### src/rtl/axi3_rd_mem_slave_pkg.sv
// AXI3 read responder: shared burst/resp encodings and FSM states.
// Imported by the interface, address generator and top.
package axi3_pkg;

    typedef enum logic [1:0] {
        BURST_FIXED = 2'b00,
        BURST_INCR  = 2'b01,
        BURST_WRAP  = 2'b10,
        BURST_RSVD  = 2'b11
    } burst_e;

    typedef enum logic [1:0] {
        RESP_OKAY   = 2'b00,
        RESP_EXOKAY = 2'b01,
        RESP_SLVERR = 2'b10,
        RESP_DECERR = 2'b11
    } resp_e;

    typedef enum logic {
        ST_IDLE,
        ST_BURST
    } rd_state_e;

    localparam int LEN_W  = 4;
    localparam int SIZE_W = 3;

    function automatic logic wrap_len_ok(logic [LEN_W-1:0] len);
        return len inside {4'd1, 4'd3, 4'd7, 4'd15};
    endfunction

endpackage

### src/rtl/axi3_rd_mem_slave_if.sv
// AXI3 address and read-data channel bundles.
// Master drives payload/valid, slave drives ready (A) or payload/valid (R).
interface AXI3_A_INTF #(
    parameter int ID_WIDTH   = 4,
    parameter int ADDR_WIDTH = 32
);
    logic [ID_WIDTH-1:0]   aid;
    logic [ADDR_WIDTH-1:0] aaddr;
    logic [3:0]            alen;
    logic [2:0]            asize;
    logic [1:0]            aburst;
    logic                  avalid;
    logic                  aready;

    modport master (
        output aid, aaddr, alen, asize, aburst, avalid,
        input  aready
    );

    modport slave (
        input  aid, aaddr, alen, asize, aburst, avalid,
        output aready
    );
endinterface

interface AXI3_R_INTF #(
    parameter int ID_WIDTH   = 4,
    parameter int DATA_WIDTH = 64
);
    logic [ID_WIDTH-1:0]   rid;
    logic [DATA_WIDTH-1:0] rdata;
    logic [1:0]            rresp;
    logic                  rlast;
    logic                  rvalid;
    logic                  rready;

    modport master (
        input  rid, rdata, rresp, rlast, rvalid,
        output rready
    );

    modport slave (
        output rid, rdata, rresp, rlast, rvalid,
        input  rready
    );
endinterface

### src/rtl/axi3_rd_mem_slave_addr_gen.sv
// Combinational next-beat address for FIXED/INCR/WRAP bursts.
// WRAP support only when AXI3_RD_MEM_SLAVE_WRAP_EN is defined.
module axi3_burst_addr_gen
    import axi3_pkg::*;
#(
    parameter int ADDR_WIDTH = 32
) (
    input  logic [ADDR_WIDTH-1:0] cur_addr,
    input  logic [SIZE_W-1:0]     size,
    input  logic [LEN_W-1:0]      len,
    input  logic [1:0]            burst,
    output logic [ADDR_WIDTH-1:0] next_addr,
    output logic                  wrap_err
);

    logic [ADDR_WIDTH-1:0] bsz;
    logic [ADDR_WIDTH-1:0] lo_mask;
    logic [ADDR_WIDTH-1:0] incr_addr;
    logic [ADDR_WIDTH-1:0] wrap_addr;

    assign bsz       = ADDR_WIDTH'(1) << size;
    assign lo_mask   = bsz - ADDR_WIDTH'(1);
    assign incr_addr = (cur_addr & ~lo_mask) + bsz;

`ifdef AXI3_RD_MEM_SLAVE_WRAP_EN
    logic [ADDR_WIDTH-1:0] win_mask;

    // Window is (len+1)*B bytes; only the low bits inside it advance.
    assign win_mask  = ((ADDR_WIDTH'(len) + ADDR_WIDTH'(1)) << size)
                       - ADDR_WIDTH'(1);
    assign wrap_addr = (cur_addr & ~win_mask)
                     | ((cur_addr + bsz) & win_mask);
    assign wrap_err  = (burst == BURST_WRAP)
                     && (!wrap_len_ok(len) || (|(cur_addr & lo_mask)));
`else
    logic unused_len;

    assign unused_len = ^len;
    assign wrap_addr  = cur_addr;
    assign wrap_err   = (burst == BURST_WRAP);
`endif

    always_comb begin
        next_addr = cur_addr;
        unique case (burst)
            BURST_FIXED: next_addr = cur_addr;
            BURST_INCR:  next_addr = incr_addr;
            BURST_WRAP:  next_addr = wrap_addr;
            default:     next_addr = cur_addr;
        endcase
    end

endmodule

### src/rtl/axi3_rd_mem_slave.sv
// AXI3 read-side memory responder, one burst at a time, 2-entry R buffer.
// WRAP bursts honoured only with AXI3_RD_MEM_SLAVE_WRAP_EN defined.
module axi3_rd_mem_slave
    import axi3_pkg::*;
#(
    parameter int ID_WIDTH   = 4,
    parameter int ADDR_WIDTH = 32,
    parameter int DATA_WIDTH = 64
) (
    input  logic                  aclk,
    input  logic                  areset_n,
    AXI3_A_INTF.slave             ar_if,
    AXI3_R_INTF.slave             r_if,
    output logic                  mem_ren,
    output logic [ADDR_WIDTH-1:0] mem_addr,
    input  logic [DATA_WIDTH-1:0] mem_rdata,
    input  logic                  mem_err
);

    localparam int MAX_SIZE = $clog2(DATA_WIDTH / 8);

    typedef struct packed {
        logic [ID_WIDTH-1:0]   id;
        logic [DATA_WIDTH-1:0] data;
        logic [1:0]            resp;
        logic                  last;
    } r_beat_t;

    rd_state_e state_q, state_d;

    logic [ID_WIDTH-1:0]   id_q;
    logic [LEN_W-1:0]      len_q;
    logic [SIZE_W-1:0]     size_q;
    logic [1:0]            burst_q;
    logic                  err_q;
    logic [ADDR_WIDTH-1:0] addr_q;
    logic [LEN_W-1:0]      cnt_q;
    logic                  done_q;
    logic                  infl_q;
    logic                  infl_last_q;

    r_beat_t fifo_q [2];
    logic    wr_ptr_q;
    logic    rd_ptr_q;
    logic [1:0] count_q;

    logic [ADDR_WIDTH-1:0] g_addr;
    logic [SIZE_W-1:0]     g_size;
    logic [LEN_W-1:0]      g_len;
    logic [1:0]            g_burst;
    logic [ADDR_WIDTH-1:0] next_addr;
    logic                  wrap_err;

    logic    ar_hs;
    logic    r_hs;
    logic    push;
    logic    pop;
    logic [1:0] occ;
    logic    issue;
    logic    acc_err;
    r_beat_t cap_beat;
    r_beat_t head;

    // In IDLE the generator sees the incoming AR so its wrap check can be latched.
    always_comb begin
        g_addr  = addr_q;
        g_size  = size_q;
        g_len   = len_q;
        g_burst = burst_q;
        if (state_q == ST_IDLE) begin
            g_addr  = ar_if.aaddr;
            g_size  = ar_if.asize;
            g_len   = ar_if.alen;
            g_burst = ar_if.aburst;
        end
    end

    axi3_burst_addr_gen #(
        .ADDR_WIDTH(ADDR_WIDTH)
    ) u_addr_gen (
        .cur_addr (g_addr),
        .size     (g_size),
        .len      (g_len),
        .burst    (g_burst),
        .next_addr(next_addr),
        .wrap_err (wrap_err)
    );

    assign ar_hs   = ar_if.avalid && ar_if.aready;
    assign r_hs    = r_if.rvalid && r_if.rready;
    assign pop     = r_hs;
    assign push    = infl_q;
    assign acc_err = (int'(ar_if.asize) > MAX_SIZE)
                   || (ar_if.aburst == BURST_RSVD)
                   || wrap_err;

    // Occupancy after this cycle's pop plus the beat still in the memory pipe.
    assign occ   = count_q - 2'(pop) + 2'(infl_q);
    assign issue = (state_q == ST_BURST) && !done_q && (occ < 2'd2);

    assign ar_if.aready = (state_q == ST_IDLE) && areset_n;
    assign mem_ren      = issue && !err_q;
    assign mem_addr     = addr_q;

    assign head        = fifo_q[rd_ptr_q];
    assign r_if.rvalid = (count_q != 2'd0);
    assign r_if.rid    = head.id;
    assign r_if.rdata  = head.data;
    assign r_if.rresp  = head.resp;
    assign r_if.rlast  = head.last;

    always_comb begin
        cap_beat.id   = id_q;
        cap_beat.data = err_q ? '0 : mem_rdata;
        cap_beat.resp = (err_q || mem_err) ? RESP_SLVERR : RESP_OKAY;
        cap_beat.last = infl_last_q;
    end

    always_comb begin
        state_d = state_q;
        unique case (state_q)
            ST_IDLE:  if (ar_hs) state_d = ST_BURST;
            ST_BURST: if (r_hs && r_if.rlast) state_d = ST_IDLE;
            default:  state_d = ST_IDLE;
        endcase
    end

    always_ff @(posedge aclk) begin
        if (!areset_n) begin
            state_q     <= ST_IDLE;
            id_q        <= '0;
            len_q       <= '0;
            size_q      <= '0;
            burst_q     <= '0;
            err_q       <= 1'b0;
            addr_q      <= '0;
            cnt_q       <= '0;
            done_q      <= 1'b0;
            infl_q      <= 1'b0;
            infl_last_q <= 1'b0;
            wr_ptr_q    <= 1'b0;
            rd_ptr_q    <= 1'b0;
            count_q     <= 2'd0;
            for (int i = 0; i < 2; i++) fifo_q[i] <= '0;
        end else begin
            state_q <= state_d;
            if (ar_hs) begin
                id_q    <= ar_if.aid;
                len_q   <= ar_if.alen;
                size_q  <= ar_if.asize;
                burst_q <= ar_if.aburst;
                err_q   <= acc_err;
                addr_q  <= ar_if.aaddr;
                cnt_q   <= '0;
                done_q  <= 1'b0;
            end else if (issue) begin
                addr_q <= next_addr;
                cnt_q  <= cnt_q + LEN_W'(1);
                if (cnt_q == len_q) done_q <= 1'b1;
            end
            infl_q      <= issue;
            infl_last_q <= issue && (cnt_q == len_q);
            if (push) begin
                fifo_q[wr_ptr_q] <= cap_beat;
                wr_ptr_q         <= ~wr_ptr_q;
            end
            if (pop) rd_ptr_q <= ~rd_ptr_q;
            count_q <= count_q + 2'(push) - 2'(pop);
        end
    end

endmodule

### src/flat_wrapper.sv
// flat-port wrapper written by rule: the top's interface ports become plain ports
module axi3_rd_mem_slave_flat import axi3_pkg::*;
#(
    parameter int ID_WIDTH   = 4,
    parameter int ADDR_WIDTH = 32,
    parameter int DATA_WIDTH = 64
)
  (aclk, areset_n, mem_ren, mem_addr, mem_rdata, mem_err, ar_if_aid, ar_if_aaddr, ar_if_alen, ar_if_asize, ar_if_aburst, ar_if_avalid, ar_if_aready, r_if_rid, r_if_rdata, r_if_rresp, r_if_rlast, r_if_rvalid, r_if_rready);
  AXI3_A_INTF #(.ID_WIDTH(ID_WIDTH), .ADDR_WIDTH(ADDR_WIDTH)) ar_if_i ();
  AXI3_R_INTF #(.ID_WIDTH(ID_WIDTH), .DATA_WIDTH(DATA_WIDTH)) r_if_i ();
  input  logic aclk;
  input  logic areset_n;
  output logic mem_ren;
  output logic [ADDR_WIDTH-1:0] mem_addr;
  input  logic [DATA_WIDTH-1:0] mem_rdata;
  input  logic mem_err;
  input wire logic [$bits(ar_if_i.aid)-1:0] ar_if_aid;
  input wire logic [$bits(ar_if_i.aaddr)-1:0] ar_if_aaddr;
  input wire logic [$bits(ar_if_i.alen)-1:0] ar_if_alen;
  input wire logic [$bits(ar_if_i.asize)-1:0] ar_if_asize;
  input wire logic [$bits(ar_if_i.aburst)-1:0] ar_if_aburst;
  input wire logic [$bits(ar_if_i.avalid)-1:0] ar_if_avalid;
  output wire logic [$bits(ar_if_i.aready)-1:0] ar_if_aready;
  output wire logic [$bits(r_if_i.rid)-1:0] r_if_rid;
  output wire logic [$bits(r_if_i.rdata)-1:0] r_if_rdata;
  output wire logic [$bits(r_if_i.rresp)-1:0] r_if_rresp;
  output wire logic [$bits(r_if_i.rlast)-1:0] r_if_rlast;
  output wire logic [$bits(r_if_i.rvalid)-1:0] r_if_rvalid;
  input wire logic [$bits(r_if_i.rready)-1:0] r_if_rready;
  assign ar_if_i.aid = ar_if_aid;
  assign ar_if_i.aaddr = ar_if_aaddr;
  assign ar_if_i.alen = ar_if_alen;
  assign ar_if_i.asize = ar_if_asize;
  assign ar_if_i.aburst = ar_if_aburst;
  assign ar_if_i.avalid = ar_if_avalid;
  assign ar_if_aready = ar_if_i.aready;
  assign r_if_rid = r_if_i.rid;
  assign r_if_rdata = r_if_i.rdata;
  assign r_if_rresp = r_if_i.rresp;
  assign r_if_rlast = r_if_i.rlast;
  assign r_if_rvalid = r_if_i.rvalid;
  assign r_if_i.rready = r_if_rready;
  axi3_rd_mem_slave #(.ID_WIDTH(ID_WIDTH), .ADDR_WIDTH(ADDR_WIDTH), .DATA_WIDTH(DATA_WIDTH)) u_core (.aclk(aclk), .areset_n(areset_n), .ar_if(ar_if_i), .r_if(r_if_i), .mem_ren(mem_ren), .mem_addr(mem_addr), .mem_rdata(mem_rdata), .mem_err(mem_err));
endmodule
### config.mk
export PLATFORM = sky130hd
export DESIGN_NAME = axi3_rd_mem_slave_flat
export DESIGN_NICKNAME = d
export VERILOG_FILES = /design/src/rtl/axi3_rd_mem_slave_pkg.sv /design/src/rtl/axi3_rd_mem_slave_if.sv /design/src/rtl/axi3_rd_mem_slave_addr_gen.sv /design/src/rtl/axi3_rd_mem_slave.sv /design/src/flat_wrapper.sv
export SDC_FILE = /design/constraint.sdc
export NUM_CORES = 1
export LEC_CHECK = 0
export BUFFER_PORTS_ARGS = -buffer_cell sky130_fd_sc_hd__buf_2
export CAP_MARGIN = 15
export CORE_UTILIZATION = 55
export DETAILED_ROUTE_END_ITERATION = 6
export PLACE_DENSITY = 0.81
export SLEW_MARGIN = 20
export SYNTH_ARGS = -nofsm -noshare
export SYNTH_HDL_FRONTEND = slang
export SYNTH_SLANG_ARGS = --single-unit
### constraint.sdc
create_clock -name aclk -period 8.3 [get_ports aclk]
set_clock_uncertainty 0.2 [all_clocks]
set_input_delay 1.66 -clock aclk [delete_from_list [all_inputs] [get_ports aclk]]
set_output_delay 1.66 -clock aclk [all_outputs]
set_load 0.02 [all_outputs]
---- Word-level counts from Yosys, hierarchy flattened ----
Memory sizes are Yosys's and may differ from the RTL's. A register that Yosys moved wholly into a read port is not among the register bits.
Index checks and enable logic that the tools add are counted.
cells by class
  add/sub/neg operators ................... 7
  magnitude comparators ................... 2
  eq/ne operators ......................... 4
  shift-type cells ........................ 1
  multiplexer cells ....................... 20
  bitwise operators ....................... 6
  reduce and logical (&&, ||, !) cells .... 18
operators with widths
  operator               number
  $mux 32                4
  $mux 71                1
  $reduce_or 71->1       1
  $mux 64                1
  $add 32x32->32         1
  $and 32x32->32         1
  $not 32->32            1
  $shl 1x3->32 const A   1
  $sub 32x1->32 const B  1
  $mux 1                 10
  $logic_and 1x1->1      8
  $add 2x1->2            2
  $add 4x1->4 const B    1
  $eq 2x2->1 const B     2
  $eq 4x4->1             1
  $mux 2                 2
  $not 1->1              4
  $reduce_bool 2->1      2
  $sub 2x1->2            2
  $gt 3x2->1 const B     1
  $logic_or 1x1->1       3
  $mux 3                 1
  $eq 2x1->1 const B     1
  $logic_not 1->1        2
  4 further kinds        4
word-level totals
  register bits after elaboration ......... 58
  RAM bits ................................ 142
  input bits .............................. 114
  logic and storage cells ................. 73
  memories kept ........................... 1
memory list
  memory         depth  width  rd ports  clocked after memory_dff  wr ports  line                     RTL
  u_core.fifo_q  2      71     1         1                         2         axi3_rd_mem_slave.sv:42  r_beat_t fifo_q [2];

---- Logic depth before layout (Yosys ltp) ----
Gate-level depths: netlist (run 1).
  depth in word-level cells ............... 9
  mapped depth ............................ 18
  gate-level depth less buffers ........... 13

---- By module ----
A second synthesis (run 1) with hierarchy kept.
second synthesis, totals
  cell total of the unflattened synthesis .. 1005
  area total of the unflattened synthesis .. 10496.3 µm²
modules (own cells, without submodules)
  module               instances  cells each  area each (µm²)  seq. area each (µm²)
  axi3_rd_mem_slave    1          793         9143.8           5385.2
  axi3_burst_addr_gen  1          212         1352.5           0.0

---- Worst setup path after synthesis (run 1) ----
No wires, ideal clock.
  path kind ............................... register to register
  start point ............................. register u_core.infl_q
  end point ............................... memory u_core.fifo_q[0][0] (netlist name) (enable)
  setup time .............................. 0.595 ns
  data arrival time ....................... 5.363 ns
  data required time ...................... 7.505 ns
  path slack .............................. 2.143 ns
  stages on the path, launching flop included .. 3
  buffers on the path ..................... 0
  period minus slack after synthesis ...... 6.157 ns
  cell sequence ........................... dfxtp_1 inv_1 o21ai_0
RTL lines
  item                    line                      RTL
  start, declared         axi3_rd_mem_slave.sv:39   logic infl_q;
  start signal, assigned  axi3_rd_mem_slave.sv:161  infl_q <= issue;
  end, declared           axi3_rd_mem_slave.sv:42

---- Final worst setup path (run 1) ----
  start point ............................. input r_if_rready
  end point ............................... output mem_ren
on the way
  word-level cells in the longest chain between the ends .. 6
ends and longest elaborated chain
  item                  line                      RTL
  start, declared       flat_wrapper.sv:29        input wire logic [$bits(r_if_i.rready)-1:0] r_if_rready;
  $logic_and 1x1->1     axi3_rd_mem_slave.sv:90   assign r_hs = r_if.rvalid && r_if.rready;
  named net u_core.pop  axi3_rd_mem_slave.sv:57   logic pop;
  $sub 2x1->2           axi3_rd_mem_slave.sv:98   assign occ = count_q - 2'(pop) + 2'(infl_q);
  $add 2x1->2           axi3_rd_mem_slave.sv:98
  $lt 2x2->1            axi3_rd_mem_slave.sv:99   assign issue = (state_q == ST_BURST) && !done_q && (occ < 2'd2);
  $logic_and 1x1->1     axi3_rd_mem_slave.sv:99
  $logic_and 1x1->1     axi3_rd_mem_slave.sv:102  assign mem_ren = issue && !err_q;
  end, declared         flat_wrapper.sv:13        output logic mem_ren;
The timed path passes the listed nets, and every way through them passes these cells.

==> results of run 1 <==
==> synth_stat cells (17+ instances only) <==
library cell  instances  share of area, %
xnor2_1              17               1.4
dfxtp_1              59                11
a21oi_1              52               2.5
and3_1               21               1.3
nand2b_1             65               3.9
nand2_1              53               1.9
edfxtp_1            140                40
nor3_1               17              0.81
clkbuf_1             47               1.7
nor2_1              180               6.4
mux2i_1              29               2.8
mux2_2               78               8.4
==> cells by family after synthesis <==
family                   share of synthesized area [%]
buffers and inverters                             3.32
other                                           0.0358
flip-flops                                        51.4
AO/OA/AOI/OAI                                     10.4
XOR/XNOR                                          2.22
AND/OR/NAND/NOR                                   19.9
multiplexers                                      11.7
adder cells (fa/ha/maj)                           1.07
==> metrics by stage <==
step	util, %	hold WS [ps]
6_report	65.7	262
5_1_grt	65.7	290
4_1_cts	65.7	265
3_5_place_dp	62.4	254
3_3_place_gp	62.4	243
2_1_floorplan	-	231
==> path summary, 6_finish.rpt <==
path	startpoint	end
setup / recovery	r_if_rready	mem_ren
hold / removal	u_core.id_q[0]	u_core.id_q[0]
setup reg to reg	u_core.state_q	u_core.mem_addr[16]
hold reg to reg	u_core.id_q[0]	u_core.id_q[0]
==> registers in the layout, indices dropped and copies added, names as in the netlist, 2 cells and up, named ones only <==
name             cells
u_core.burst_q       2
u_core.cnt_q         4
u_core.count_q       2
u_core.fifo_q      140
u_core.id_q          4
u_core.len_q         4
u_core.mem_addr     32
u_core.size_q        3
==> cell type report <==
cell class,instances,area [um^2]
fillers,1453,6420
flip-flops and latches,199,5390
multi-input cells,721,4780
repair buffers,228,1170
clock buffers,17,425
well taps,234,293
clock inverters,15,191
inverters,10,37.5
diodes,1,2.50
==> metal layers <==
metal  track usage (%)  vias to the layer above  wire length (um)
met5                 0                        -                 0
met4              10.4                        0               737
met3              4.55                       48              1940
met2              42.9                      371             12100
met1              32.8                     4014             10600
li1                  -                     3978                 -
==> critical path, stage by stage <==
cell	delay, ps
buf_2	100
nand2_1	80
inv_1	70
ha_1	270
inv_1	40
ha_1	180
xnor3_1	290
nand2_1	80
or2_2	560
nor2_1	160
buf_2	180
==> power by group through the flow <==
stage | combinational (W) | clock (W) | sequential [W]
finish | 0.000888 | 0.000840 | 0.00122
global route | 0.000951 | 0.000888 | 0.00123
CTS | 0.000885 | 0.000852 | 0.00121
detailed placement | 0.000880 | 0 | 0.00124
global placement | 0.000873 | 0 | 0.00123
floorplan | 0.000602 | 0 | 0.00126
==> metrics.txt, run 1 <==
outcome=complete, no violations; post-cts sizing count=0; Placement Rows=50; cell area after placement=about 12000 um^2; total power=0.00294 W; Cell Count Post-Placement=1392; routed vias/inst=5.90; DRC violations left=0; Final Cell Area=12300 um^2; worst-margin pin slew=1080 ps; syn nets=approximately 1100; RD Place Congestion=between 0.9 and 1; vias in the first global route=slightly below 8000; routed vias=8411; R2R cell count=9; die height=140 um; ys async rst share=0%; Int Pwr=0.00192 W; clock buffer count from CTS=17; number of flops mapped to enable cells by yosys=140; Cells after Synth=997; fin crit period=5530 ps; Max Cap Viol=0; GRT Total Usage=25.6%; flop2flop setup slack=3940 ps; post-route ant nets=0; CTS tree=built; Die Wd=140 um; First DRT Iteration DRCs=600; Avg WL per Cell=between 15 and 20 um; most frequent cells in the layout=buf_2 (218), nor2_1 (180), edfxtp_1 (140), mux2_2 (78), nand2b_1 (65); Ys Warns=0; first-pass GRT wire length=39600 um; Initial Util=a little under three fifths; largest net degree at the start of global routing=71; Final Non-Filler Cells=1425; drt first pass iters=5; min setup slack post-route=between 2000 and 3000 ps; IO Port Bufs=218; area grow syn2layout=17.1%; Synth Area per Inst=10.5 um^2; Worst Setup End Kind=output pin; HPWL after DPL=16400 um; class of the worst hold path=reg2reg; register area share after synthesis=about half; synthesized cell area=10500 um^2; core area=18700 um^2; Leak=about 5 nW; grt total ovfl=0; final hold violations=0; Critical Path RT=6440 ps; worst skew pair latency=between 400 and 500 ps; initial antenna violation count=1; layout cells sized above 1=31.1%; Slew Limit Fails=0; Final #Nets=1300; H-tree depth=4; pre-CTS WS=~2800 ps; VDD IR max=approximately 0.14 mV; DRT Wirelength=25300 um; CTS max path bufs=2; Seq pwr share=41.3%; Clock Sink Count=199; Crit Path Category=in2out; setup bufs post-CTS=0; Worst Path Arrival=approximately 3700 ps; Startpoint Class=primary input; count of final setup violators=0; setup TNS=0 ps; clock slew at reported path FFs=~80 ps; Hold Buf Count CTS=0; Total Die Area=slightly below 20000 um^2; library cells used by synthesis=82; Ports=220; Synth Register Bits=199; Sw Ratio=between 30% and 40%; commonest non-fill, non-tap cell in the layout=buf_2; Cells on Worst Hold Path=2; Switch Pwr=just over 0.001 W; logic gate share of total power=30.2%; worst-path maximum fanout=27; clk root buf=clkbuf_16; RSZ-0062 raised after global routing=false; top_reg_cell synth=edfxtp_1; Slew HR=27.6%; f_max=181 MHz; clock share of power=about 28%; Pwr Density=roughly 240 nW/um^2; Tcrit/Tclk final=66.7%
(Power assumes the default switching activity.)
==> inputs of run 2 (changes only) <==
--- a/config.mk
+++ b/config.mk
@@ -7,9 +7,9 @@
 export LEC_CHECK = 0
 export BUFFER_PORTS_ARGS = -buffer_cell sky130_fd_sc_hd__buf_2
 export CAP_MARGIN = 15
-export CORE_UTILIZATION = 55
+export CORE_UTILIZATION = 50
 export DETAILED_ROUTE_END_ITERATION = 6
-export PLACE_DENSITY = 0.81
+export PLACE_DENSITY = 0.78
 export SLEW_MARGIN = 20
 export SYNTH_ARGS = -nofsm -noshare
 export SYNTH_HDL_FRONTEND = slang
==> constraint.sdc (replaced) <==
create_clock -name aclk -period 4.7 [get_ports aclk]
set_clock_uncertainty 0.2 [all_clocks]
set_input_delay 0.94 -clock aclk [delete_from_list [all_inputs] [get_ports aclk]]
set_output_delay 0.94 -clock aclk [all_outputs]
set_load 0.02 [all_outputs]
==> run 2 against run 1 <==
Final cell count grew 3.2%. Global-route usage is 0.30 points lower. Sequential power rose by 76%. Sequential share of layout area is 0.53 points lower. Worst hold slack got worse by 3.0 ps. Die area rose by 9.9%. Non-clock buffer count rose by 9. Register-to-register slack lost 3300 ps.
==> metrics.txt, run 2 (synthesis gave the netlist of run 1 again) <==
outcome=complete, no violations; drt first pass iters=5; First DRT Iteration DRCs=590; CTS tree=built; Pwr Density=between 400 and 500 nW/um^2; vias in the first global route=8174; Slew HR=28.1%; Total Die Area=21600 um^2; Placement Rows=52; clock buffer count from CTS=17; RR Startpoint=u_core.state_q; flop2flop setup slack=~660 ps; VDD IR max=0.249 mV; total power=between 0.005 and 0.006 W; routed vias=8389; max reg flops=140; Leak=5.04 nW; RD Place Congestion=0.945; commonest non-fill, non-tap cell in the layout=buf_2; worst-path maximum fanout=25; Worst Path Arrival=4130 ps; IO Port Bufs=approximately 220; Die Wd=147 um; layout cells sized above 1=approximately a third; HPWL after DPL=approximately 18000 um; Slew Limit Fails=0; area grow syn2layout=18.6%; DRC violations left=0; f_max=248 MHz; setup bufs post-CTS=0; clk root buf=clkbuf_16; Startpoint Class=flip-flop; Final #Nets=1309; class of the worst hold path=reg2reg; worst r2r dst=u_core.mem_addr[28]; Crit Path Category=reg2reg; Initial Util=51.3%; count of final setup violators=0; core area=20400 um^2; Critical Path RT=4790 ps; hold_ws=259 ps; most frequent cells in the layout=buf_2 (218), nor2_1 (180), edfxtp_1 (140), mux2_2 (78), nand2b_1 (65); Hold EP=u_core.burst_q[0]; die height=147 um; Worst Setup End Kind=flip-flop; R2R cell count=12; final hold violations=0; Cells on Worst Hold Path=2; Max Cap Viol=0; Clock Sink Count=199; Tcrit/Tclk final=85.9%; Hold Buf Count CTS=0; worst-margin pin slew=around 1100 ps; Avg WL per Cell=~18 um; H-tree depth=4; DRT Wirelength=26900 um; post-cts sizing count=0; Largest Register=u_core.fifo_q; RSZ-0062 raised after global routing=false; setup TNS=0 ps; clock slew at reported path FFs=80 ps; GRT Total Usage=25.3%; first-pass GRT wire length=42600 um; largest net degree at the start of global routing=71; grt total ovfl=0; Ports=220; worst hold start=u_core.burst_q[0]; initial antenna violation count=3; routed vias/inst=around 5.7; worst skew pair latency=440 ps; fin crit period=4040 ps; post-route ant nets=0; CTS max path bufs=2
[run 2: changes by cell type in the layout (fill, tap and decap cells not counted), sizes merged]
cell    before  now
buf        228  237
clkinv       6    5
diode        1    2
inv         19   20
[run 2: how the worst max path moves through the flow]
stage / to / slack, ps / start / cells past startpoint
6_report: u_core.mem_addr[28] / 660 / u_core.state_q / 12
2_1_floorplan: u_core.fifo_q[0][0] / 440 / u_core.infl_q / 2
3_5_place_dp: u_core.mem_addr[16] / 440 / ar_if_asize[2] / 10
3_3_place_gp: u_core.mem_addr[28] / 510 / ar_if_asize[2] / 13
5_1_grt: u_core.mem_addr[28] / 360 / u_core.state_q / 12
4_1_cts: u_core.mem_addr[28] / 750 / u_core.state_q / 12
[run 2: cell type report]
class	instances	area (um^2)
Timing Repair Buffer	237	1250
Multi-Input combinational cell	721	4780
Clock inverter	15	206
Antenna cell	2	5.00
Inverter	10	37.5
Tap cell	270	338
Clock buffer	17	425
Sequential cell	199	5390
Fill cell	1718	8000
[run 2: power by group]
group | leakage (nW) | total [W] | internal, W | switching [W]
registers | 1.94 | 0.00215 | 0.00206 | 0.0000944
logic | 2.80 | 0.00160 | 0.000617 | 0.000985
clock network | 0.305 | 0.00153 | 0.000745 | 0.000787
total | 5.04 | 0.00528 | 0.00342 | 0.00187
[run 2: metrics by stage]
stage	cell area, um^2	setup slack, ps	util [%]	std cells
floorplan	10500	437	-	997
global placement	11800	515	57.6	1436
detailed placement	11800	439	57.6	1436
CTS	12400	747	60.7	1468
global route	12400	355	60.9	1471
finish	12400	664	60.9	1471
[run 2: layer usage]
layer	vias up	routed length, um	GRT usage [%]
met3	46	2130	5.62
met1	3995	10900	31.8
li1	3989	-	-
met2	357	13200	42.5
met4	2	667	9.48
met5	-	13	0
[run 2: worst max-delay path, cell delays in order, from the launching register on]
cell and delay [ps]:
dfxtp_2 760, mux2i_1 370, nor3_1 350, inv_1 80
ha_1 270, nor2b_1 120, ha_1 470, nor2_1 210
nor3_1 230, nand4_1 220, a211oi_1 280, xor2_1 200
o22ai_1 110
